===== src/rtl/game_flow_if.sv =====
// Game-flow signal bundle: frame/button/collision events in, game status out.
// Master is the game (drives events); slave is the flow controller.
interface game_flow_if #(
    parameter int LIVES_W = 2,
    parameter int SCORE_W = 8
);
    logic               frame_end;
    logic               start;
    logic               attack_released;
    logic               player_collision;
    logic               sword_collision;
    logic               sheep_collision;
    logic [LIVES_W-1:0] lives;
    logic [SCORE_W-1:0] score;
    logic               attack_enable;
    logic               invulnerable;
    logic               game_rst_n;
    logic [1:0]         state;
    logic               hit_pulse;

    modport master (
        output frame_end, start, attack_released,
               player_collision, sword_collision, sheep_collision,
        input  lives, score, attack_enable, invulnerable, game_rst_n, state, hit_pulse
    );

    modport slave (
        input  frame_end, start, attack_released,
               player_collision, sword_collision, sheep_collision,
        output lives, score, attack_enable, invulnerable, game_rst_n, state, hit_pulse
    );
endinterface


===== src/rtl/game_flow_controller.sv =====
// Game flow FSM (IDLE/PLAY/HURT/OVER) with lives, score, attack cooldown; all outputs
// registered, one cycle from input to output; no backpressure, every event is consumed.
module game_flow_controller #(
    parameter int MAX_LIVES       = 3,
    parameter int LIVES_W         = 2,
    parameter int SCORE_W         = 8,
    parameter int COOLDOWN_FRAMES = 16,
    parameter int INVULN_FRAMES   = 60,
    parameter int GAMEOVER_FRAMES = 120
) (
    input  logic        clk,
    input  logic        rst_n,
    game_flow_if.slave  bus
);
    localparam int FRAME_MAX = (INVULN_FRAMES > GAMEOVER_FRAMES) ? INVULN_FRAMES : GAMEOVER_FRAMES;
    localparam int FRAME_W   = $clog2(FRAME_MAX + 1);
    localparam int COOL_W    = $clog2(COOLDOWN_FRAMES + 1);

    typedef enum logic [1:0] {
        ST_IDLE = 2'b00,
        ST_PLAY = 2'b01,
        ST_HURT = 2'b10,
        ST_OVER = 2'b11
    } state_t;

    state_t             r_state, w_state_nxt;
    logic [LIVES_W-1:0] r_lives, w_lives_nxt;
    logic [SCORE_W-1:0] r_score, w_score_nxt;
    logic [FRAME_W-1:0] r_frame, w_frame_nxt;
    logic [COOL_W-1:0]  r_cool, w_cool_nxt;
    logic               r_hit_pulse, w_hit_nxt;
    logic               r_attack_enable;
    logic               r_invulnerable;
    logic               r_game_rst_n;
    logic               r_sword_q, r_sheep_q;
    logic               w_score_clr;
    logic               w_active, w_active_nxt;
    logic               w_sword_rise, w_sheep_rise;

    always_comb begin
        w_state_nxt = r_state;
        w_lives_nxt = r_lives;
        w_frame_nxt = r_frame;
        w_hit_nxt   = 1'b0;
        w_score_clr = 1'b0;
        case (r_state)
            ST_IDLE: begin
                if (bus.start) begin
                    w_state_nxt = ST_PLAY;
                    w_lives_nxt = LIVES_W'(MAX_LIVES);
                    w_score_clr = 1'b1;
                end
            end
            ST_PLAY: begin
                if (bus.frame_end && bus.player_collision) begin
                    w_hit_nxt   = 1'b1;
                    w_lives_nxt = r_lives - LIVES_W'(1);
                    if (r_lives > LIVES_W'(1)) begin
                        w_state_nxt = ST_HURT;
                        w_frame_nxt = FRAME_W'(INVULN_FRAMES);
                    end else begin
                        w_state_nxt = ST_OVER;
                        w_frame_nxt = FRAME_W'(GAMEOVER_FRAMES);
                    end
                end
            end
            ST_HURT, ST_OVER: begin
                // Leave on the frame that consumes the last counted frame.
                if (bus.frame_end) begin
                    w_frame_nxt = r_frame - FRAME_W'(1);
                    if (r_frame == FRAME_W'(1)) begin
                        w_state_nxt = (r_state == ST_HURT) ? ST_PLAY : ST_IDLE;
                    end
                end
            end
            default: w_state_nxt = ST_IDLE;
        endcase
    end

    always_comb begin
        w_cool_nxt = r_cool;
        if (bus.attack_released) begin
            w_cool_nxt = COOL_W'(COOLDOWN_FRAMES);
        end else if (bus.frame_end && (r_cool != '0)) begin
            w_cool_nxt = r_cool - COOL_W'(1);
        end
    end

    assign w_active     = (r_state == ST_PLAY) || (r_state == ST_HURT);
    assign w_active_nxt = (w_state_nxt == ST_PLAY) || (w_state_nxt == ST_HURT);
    assign w_sword_rise = bus.sword_collision && !r_sword_q;
    assign w_sheep_rise = bus.sheep_collision && !r_sheep_q;

    always_comb begin
        w_score_nxt = r_score;
        if (w_score_clr) begin
            w_score_nxt = '0;
        end else if (w_active && w_sword_rise && !w_sheep_rise && (r_score != '1)) begin
            w_score_nxt = r_score + SCORE_W'(1);
        end else if (w_active && w_sheep_rise && !w_sword_rise && (r_score != '0)) begin
            w_score_nxt = r_score - SCORE_W'(1);
        end
    end

    always_ff @(posedge clk) begin
        if (!rst_n) begin
            r_state         <= ST_IDLE;
            r_lives         <= LIVES_W'(MAX_LIVES);
            r_score         <= '0;
            r_frame         <= '0;
            r_cool          <= '0;
            r_hit_pulse     <= 1'b0;
            r_attack_enable <= 1'b0;
            r_invulnerable  <= 1'b0;
            r_game_rst_n    <= 1'b0;
            r_sword_q       <= 1'b0;
            r_sheep_q       <= 1'b0;
        end else begin
            r_state         <= w_state_nxt;
            r_lives         <= w_lives_nxt;
            r_score         <= w_score_nxt;
            r_frame         <= w_frame_nxt;
            r_cool          <= w_cool_nxt;
            r_hit_pulse     <= w_hit_nxt;
            r_attack_enable <= (w_cool_nxt == '0) && w_active_nxt;
            r_invulnerable  <= (w_state_nxt == ST_HURT);
            r_game_rst_n    <= w_active_nxt;
            r_sword_q       <= bus.sword_collision;
            r_sheep_q       <= bus.sheep_collision;
        end
    end

    assign bus.state         = r_state;
    assign bus.lives         = r_lives;
    assign bus.score         = r_score;
    assign bus.hit_pulse     = r_hit_pulse;
    assign bus.attack_enable = r_attack_enable;
    assign bus.invulnerable  = r_invulnerable;
    assign bus.game_rst_n    = r_game_rst_n;
endmodule


===== src/flat_wrapper.sv =====
// flat-port wrapper written by rule: the top's interface ports become plain ports
module game_flow_controller_flat 
#(
    parameter int MAX_LIVES       = 3,
    parameter int LIVES_W         = 2,
    parameter int SCORE_W         = 8,
    parameter int COOLDOWN_FRAMES = 16,
    parameter int INVULN_FRAMES   = 60,
    parameter int GAMEOVER_FRAMES = 120
)
  (clk, rst_n, bus_frame_end, bus_start, bus_attack_released, bus_player_collision, bus_sword_collision, bus_sheep_collision, bus_lives, bus_score, bus_attack_enable, bus_invulnerable, bus_game_rst_n, bus_state, bus_hit_pulse);
  game_flow_if #(.LIVES_W(LIVES_W), .SCORE_W(SCORE_W)) bus_i ();
  input  logic clk;
  input  logic rst_n;
  input wire logic [$bits(bus_i.frame_end)-1:0] bus_frame_end;
  input wire logic [$bits(bus_i.start)-1:0] bus_start;
  input wire logic [$bits(bus_i.attack_released)-1:0] bus_attack_released;
  input wire logic [$bits(bus_i.player_collision)-1:0] bus_player_collision;
  input wire logic [$bits(bus_i.sword_collision)-1:0] bus_sword_collision;
  input wire logic [$bits(bus_i.sheep_collision)-1:0] bus_sheep_collision;
  output wire logic [$bits(bus_i.lives)-1:0] bus_lives;
  output wire logic [$bits(bus_i.score)-1:0] bus_score;
  output wire logic [$bits(bus_i.attack_enable)-1:0] bus_attack_enable;
  output wire logic [$bits(bus_i.invulnerable)-1:0] bus_invulnerable;
  output wire logic [$bits(bus_i.game_rst_n)-1:0] bus_game_rst_n;
  output wire logic [$bits(bus_i.state)-1:0] bus_state;
  output wire logic [$bits(bus_i.hit_pulse)-1:0] bus_hit_pulse;
  assign bus_i.frame_end = bus_frame_end;
  assign bus_i.start = bus_start;
  assign bus_i.attack_released = bus_attack_released;
  assign bus_i.player_collision = bus_player_collision;
  assign bus_i.sword_collision = bus_sword_collision;
  assign bus_i.sheep_collision = bus_sheep_collision;
  assign bus_lives = bus_i.lives;
  assign bus_score = bus_i.score;
  assign bus_attack_enable = bus_i.attack_enable;
  assign bus_invulnerable = bus_i.invulnerable;
  assign bus_game_rst_n = bus_i.game_rst_n;
  assign bus_state = bus_i.state;
  assign bus_hit_pulse = bus_i.hit_pulse;
  game_flow_controller #(.MAX_LIVES(MAX_LIVES), .LIVES_W(LIVES_W), .SCORE_W(SCORE_W), .COOLDOWN_FRAMES(COOLDOWN_FRAMES), .INVULN_FRAMES(INVULN_FRAMES), .GAMEOVER_FRAMES(GAMEOVER_FRAMES)) u_core (.clk(clk), .rst_n(rst_n), .bus(bus_i));
endmodule

===== config.mk =====
export PLATFORM = sky130hd
export DESIGN_NAME = game_flow_controller_flat
export DESIGN_NICKNAME = d
export VERILOG_FILES = /design/src/rtl/game_flow_if.sv /design/src/rtl/game_flow_controller.sv /design/src/flat_wrapper.sv
export SDC_FILE = /design/constraint.sdc
export NUM_CORES = 1
export LEC_CHECK = 0
export ABC_AREA = 1
export CORE_MARGIN = 5
export CORE_UTILIZATION = 50
export CTS_CLUSTER_SIZE = 25
export DETAILED_ROUTE_END_ITERATION = 10
export HOLD_SLACK_MARGIN = 0.12
export PLACE_DENSITY = 0.82
export SLEW_MARGIN = 20
export SYNTH_ARGS = -nofsm -noshare
export SYNTH_HDL_FRONTEND = slang
export SYNTH_SLANG_ARGS = --single-unit

===== constraint.sdc =====
create_clock -name clk -period 2.2 [get_ports clk]
set_input_delay 0.44 -clock clk [delete_from_list [all_inputs] [get_ports clk]]
set_output_delay 0.44 -clock clk [all_outputs]
set_load 0.005 [all_outputs]

## Word-level counts from Yosys, hierarchy flattened

Cells that the tools add are included.

| word-level totals | value |
|---|---|
| memory bits (read-only) | 0 |
| input bits | 8 |
| RAM bits | 0 |
| flip-flop bits (word level) | 30 |
| bits in latches | 0 |
| logic and storage cells | 78 |
| memories | 0 |

| operators by class | value |
|---|---|
| magnitude comparators | 1 |
| shifts and indexed selects | 0 |
| div/mod/pow operators | 0 |
| bitwise operators | 1 |
| equal/unequal tests | 10 |
| reductions and logical operators | 29 |
| add/sub/neg operators | 5 |
| muxes and demuxes | 21 |
| multiply operators | 0 |

Operator list:

| operator | count |
|---|---|
| $mux 7 | 3 |
| $mux 8 | 2 |
| $pmux 7 s2 | 1 |
| $mux 2 | 6 |
| $logic_and 1x1->1 | 11 |
| $mux 5 | 2 |
| $add 8x1->8 const B | 1 |
| $ne 8x8->1 const B | 1 |
| $reduce_bool 8->1 | 1 |
| $sub 8x1->8 const B | 1 |
| $eq 7x1->1 const B | 1 |
| $sub 7x1->7 const B | 1 |
| $eq 2x2->1 const B | 3 |
| $pmux 2 s3 | 1 |
| $reduce_and 3->1 | 2 |
| $reduce_bool 2->1 | 3 |
| $logic_not 5->1 | 1 |
| $mux 1 | 5 |
| $reduce_bool 5->1 | 1 |
| $sub 5x1->5 const B | 1 |
| $eq 2x1->1 const B | 2 |
| $logic_not 1->1 | 4 |
| $ne 2x2->1 const B | 2 |
| $pmux 2 s2 | 1 |
| other kinds (8) | 10 |

## Longest topological paths before layout

| logic depth | value |
|---|---|
| word-level depth | 8 |
| gate-level depth with buffers | 15 |

## Worst setup path before layout

OpenSTA, ideal clock, no wires.

| timing path | value |
|---|---|
| path kind | register to register |
| from | register u_core.r_state[0], in the netlist u_core.bus.state[0] |
| to | register u_core.r_score[7], in the netlist u_core.bus.score[7] |
| data arrival time | 2105 ps |
| slack | -20 ps |
| stages on the path, launching flop included | 14 |
| buffers on the path | 0 |
| library setup time | 115 ps |
| clock period less this slack | 2220 ps |
| cells stage by stage | dfxtp_1 -> inv_1 -> ha_1 -> nand2_1 -> nor2_1 -> nand2_1 -> ha_1 -> or2_2 -> nand3_1 -> nand2_1 -> nand2_1 -> nand3_1 -> nand2_1 -> nor2_1 |

| on the way | value |
|---|---|
| longest elaborated chain between the ends | 6 |

RTL lines:

| element | RTL line | source |
|---|---|---|
| start, declared | game_flow_controller.sv:26 | `state_t r_state, w_state_nxt;` |
| start signal, assigned | game_flow_controller.sv:119 | `r_state <= w_state_nxt;` |
| $eq 2x1->1 / $eq 2x2->1 (equally long branches) | game_flow_controller.sv:89 | `assign w_active = (r_state == ST_PLAY) \|\| (r_state == ST_HURT);` |
| $logic_or 1x1->1 | game_flow_controller.sv:89 |  |
| $logic_and 1x1->1 (on tied branches) (3 in series) | game_flow_controller.sv:98, game_flow_controller.sv:100 |  |
| $mux 8 / $reduce_bool 2->1 (equally long branches) | n/a |  |
| end signal, assigned | game_flow_controller.sv:121 | `r_score <= w_score_nxt;` |
| end, declared | game_flow_controller.sv:28 | `logic [SCORE_W-1:0] r_score, w_score_nxt;` |

Several ways; a longest one is shown, not always the timed one.
A chain may end at the register's enable or synchronous reset.

## Worst setup path in the final report

| timing path | value |
|---|---|
| from | register u_core.r_state[1], in the netlist u_core.bus.state[1] |
| to | register u_core.r_score[7], in the netlist u_core.bus.score[7] |

Same word-level chain as after synthesis.

==> impl_metrics.csv <==
group,metric,value,unit
status,status,"complete, no violations",
setup_path,r2r_start,"u_core.bus.state[1]$_SDFF_PN0_",
final_layout,final_area,2610,um2
min_path,holdPathStages,3,
final_layout,layout-drive-gt1-share,22.3,%
floorplanning,start_util,51.8,%
clock_network,post-cts-setup-buffer-count,0,
yosys,ys_types,29,
floorplanning,core,3690,um2
setup_path,endpoint_kind,"register",
final_layout,area.growth.synth_to_final,36.3,%
clock_network,cts_tree,"done",
setup_path,r2r-end,"u_core.bus.score[7]$_SDFFE_PP0P_",
power_and_ir_drop,p_leak,0.00123,uW
yosys,synth_cells,282,
place,place_area,2340,um2
setup_path,crit_type,"reg2reg",
yosys,synth_top_area_share,31.4,%
min_path,hold_class,"in2reg",
power_and_ir_drop,irDropWorstVdd,448,uV
clock_network,clkTransAtPathRegs,0.07,ns
sta,slew_headroom,82.1,%
routing,num_vias,1903,
clock_network,cts_buffer_depth,2,
floorplanning,die_h,71.8,um
yosys,synthMuxAreaShare,0,%
setup_path,crit_required,2.38,ns
final_layout,fill_cells,298,
global_route,grt_use_total,18.7,%
yosys,avgSynthCellArea,6.78,um2
sta,worst_slack,0.106,ns
routing,wire_per_inst,12.6,um
run,drv_cap,0,
sta,max_freq,478,MHz
routing,drtIter0Drc,142,
yosys,synth_seq_area_share,31.4,%
final_layout,final-instance-count-excl-fill,380,
global_route,antenna_found_initial,0,
yosys,ys_seq_elements,30,
final_layout,antennaDiodeCount,0,
yosys,syn_nets,306,
yosys,synth-edff-count,0,
routing,ant_nets,0,
clock_network,cts_root_buf,"clkbuf_8",
sta,finalCriticalPeriod,2.09,ns
clock_network,clk_latency,0.28,ns
clock_network,numCtsBuffers,5,
sta,hold_viol_final,0,
routing,drc_errors,0,
yosys,synth_fa_ha_area_share,10.9,%
global_route,grt_pass1_vias,1826,
place,dp_hpwl,3340,um
min_path,holdPathEnd,"u_core.r_sword_q$_SDFF_PN0_",
yosys,synth_compound_area_share,11.9,%
global_route,use_met2,34.5,%
sta,setup_violations,0,
yosys,synth_xor_area_share,3.67,%
min_path,hp-start,"bus_sword_collision",
power_and_ir_drop,p_per_area,667,nW/um2
yosys,synth_top_area_cell,"dfxtp_1",
yosys,synth_top_family_by_area,"simple AND/OR/NAND/NOR gates",
yosys,ys.flop_type,"dfxtp_1",
sta,finalCritPeriodShare,95.2,%
place,numPlacedInstances,372,
setup_path,ff2ff_setup_slack,0.11,ns
routing,routed_wl,4790,um
global_route,grt.met1_usage,21.2,%
place,gp_congestion,0.861,
place,dp_slack,-0.353,ns
sta,maxSlewViolCount,0,
global_route,use_met3,3.93,%
routing,firstDrtPassIters,4,
place,portBuffers,23,
setup_path,worstSetupStartpointType,"register",
floorplanning,std_cell_rows,22,
global_route,grt.busiest_layer,"met2",
setup_path,cp_max_fo,8,
setup_path,arrival,2.27,ns
final_layout,nets,355,
yosys,yosysWarningCount,0,
yosys,synth_area,1910,um2
routing,via_per_inst,5.01,
sta,worst_pin_slew,0.268,ns
yosys,synthArstFlopShare,0,%
global_route,grt_max_degree,12,
floorplanning,io_pins,24,
yosys,synth_simple_gate_area_share,32.4,%
floorplanning,fp.dieArea,5160,um2
clock_network,cts_max_level,2,
clock_network,clock-sinks,30,
sta,skew,0.00706,ns
floorplanning,die_w,71.8,um
yosys,synth_area_leaders,"dfxtp_1 31%, nand2_1 13%, ha_1 9.8%, inv_1 7.7%, nor2_1 7.3%",
global_route,grt_pass1_wl,7720,um
global_route,grt.overflow.total,0,
setup_path,r2r_cells,14,
## report_power, final
part	internal, uW	switching [uW]	total (uW)
clock	333	211	544
combinational	252	309	560
sequential	590	43.4	634
total	1170	564	1740
## cell families (layout without fill, tap and decap cells)
family          Yosys count  in the layout
compound gates           41             41
simple gates            142            142
fa+ha+maj                16             16
buf+inv                  45             95
xor+xnor                  8              8
flops                    30             30
## metal layers
layer  vias up  wire length (um)
met5         -                 0
li1        988                 -
met2        39              2470
met4         0                53
met3         7               171
met1       869              2100
## timing repair
item | 4_1_cts | 5_1_grt
gates resized for setup | 6 | 29
hold buffers | 0 | 0
pin swaps | 1 | 15
setup endpoints to repair | 5 | 4
## state kept, by name (all words and copies together), names as in the netlist, 2 cells and up
signal and flops:
u_core.bus.lives 2, u_core.bus.score 8, u_core.bus.state 2, u_core.r_cool 5
u_core.r_frame 7
## synth_stat cells (2+ instances only)
library cell / number
nand2_1: 67
inv_1: 39
nor2_1: 37
dfxtp_1: 30
nand3_1: 24
a21oi_1: 17
o21ai_0: 17
ha_1: 15
xnor2_1: 5
nand2_2: 3
o21ai_1: 3
xor2_1: 3
a21oi_2: 2
buf_6: 2
nand2_4: 2
nand4_1: 2
nor2_4: 2
## how the worst max path moves through the flow
| stage | from | to | cells after the start |
|---|---|---|---|
| 2_1_floorplan | u_core.bus.state[0]$_SDFF_PN0_ | u_core.bus.score[7]$_SDFFE_PP0P_ | 13 |
| 3_3_place_gp | bus_frame_end | u_core.bus.attack_enable$_SDFF_PN0_ | 12 |
| 3_5_place_dp | bus_sword_collision | u_core.bus.score[7]$_SDFFE_PP0P_ | 14 |
| 4_1_cts | bus_sword_collision | u_core.bus.score[7]$_SDFFE_PP0P_ | 15 |
| 5_1_grt | u_core.bus.state[1]$_SDFF_PN0_ | u_core.bus.score[7]$_SDFFE_PP0P_ | 15 |
| 6_report | u_core.bus.state[1]$_SDFF_PN0_ | u_core.bus.score[7]$_SDFFE_PP0P_ | 14 |
## cell usage in the layout (no fill, tap or decap), types with 4 or more instances in the layout
| cell type | n |
|---|---|
| inv_1 | 37 |
| xnor2_1 | 5 |
| nor2_2 | 6 |
| clkdlybuf4s50_1 | 21 |
| ha_4 | 6 |
| nand2_4 | 4 |
| o21ai_1 | 4 |
| nand2_2 | 10 |
| o21ai_0 | 16 |
| a21oi_1 | 15 |
| ha_1 | 9 |
| nor2_1 | 32 |
| nand3_1 | 22 |
| dfxtp_1 | 28 |
| buf_4 | 23 |
| nand2_1 | 58 |
| clkbuf_8 | 5 |
## worst max-delay path, stage by stage (launching register included)
cell and delay, ns:
dfxtp_2 0.33, inv_1 0.08, ha_4 0.28, nand2_1 0.06, nor2_2 0.14, nand2_4 0.15
ha_4 0.29, nand2_2 0.10, nand2_4 0.07, a21oi_4 0.18, nand2_2 0.07, nand2_2 0.07
nand3_1 0.07, nand2_1 0.06, nor2_1 0.05
## cell type report
class | count | area, um2 | area share, %
timing repair buffer | 46 | 404 | 15.5
clock inverter | 3 | 40.0 | 1.54
inverter | 41 | 156 | 6.00
sequential | 30 | 603 | 23.2
multi-input combinational | 207 | 1270 | 48.8
tap | 48 | 60.1 | 2.31
clock buffer | 5 | 68.8 | 2.64
## through the flow
stage / hold slack, ns / utilization [%] / total power [uW] / TNS [ns]
6_report: 0.399 / 70.6 / 1740 / 0
5_1_grt: 0.405 / 70.6 / 1840 / -0.0889
4_1_cts: 0.495 / 67.5 / 1690 / 0
3_5_place_dp: 0.480 / 63.6 / 1130 / -1.85
3_3_place_gp: 0.467 / 63.6 / 1120 / -1.56
2_1_floorplan: 0.456 / - / 971 / 0
Power figures use the tool's default switching activity.
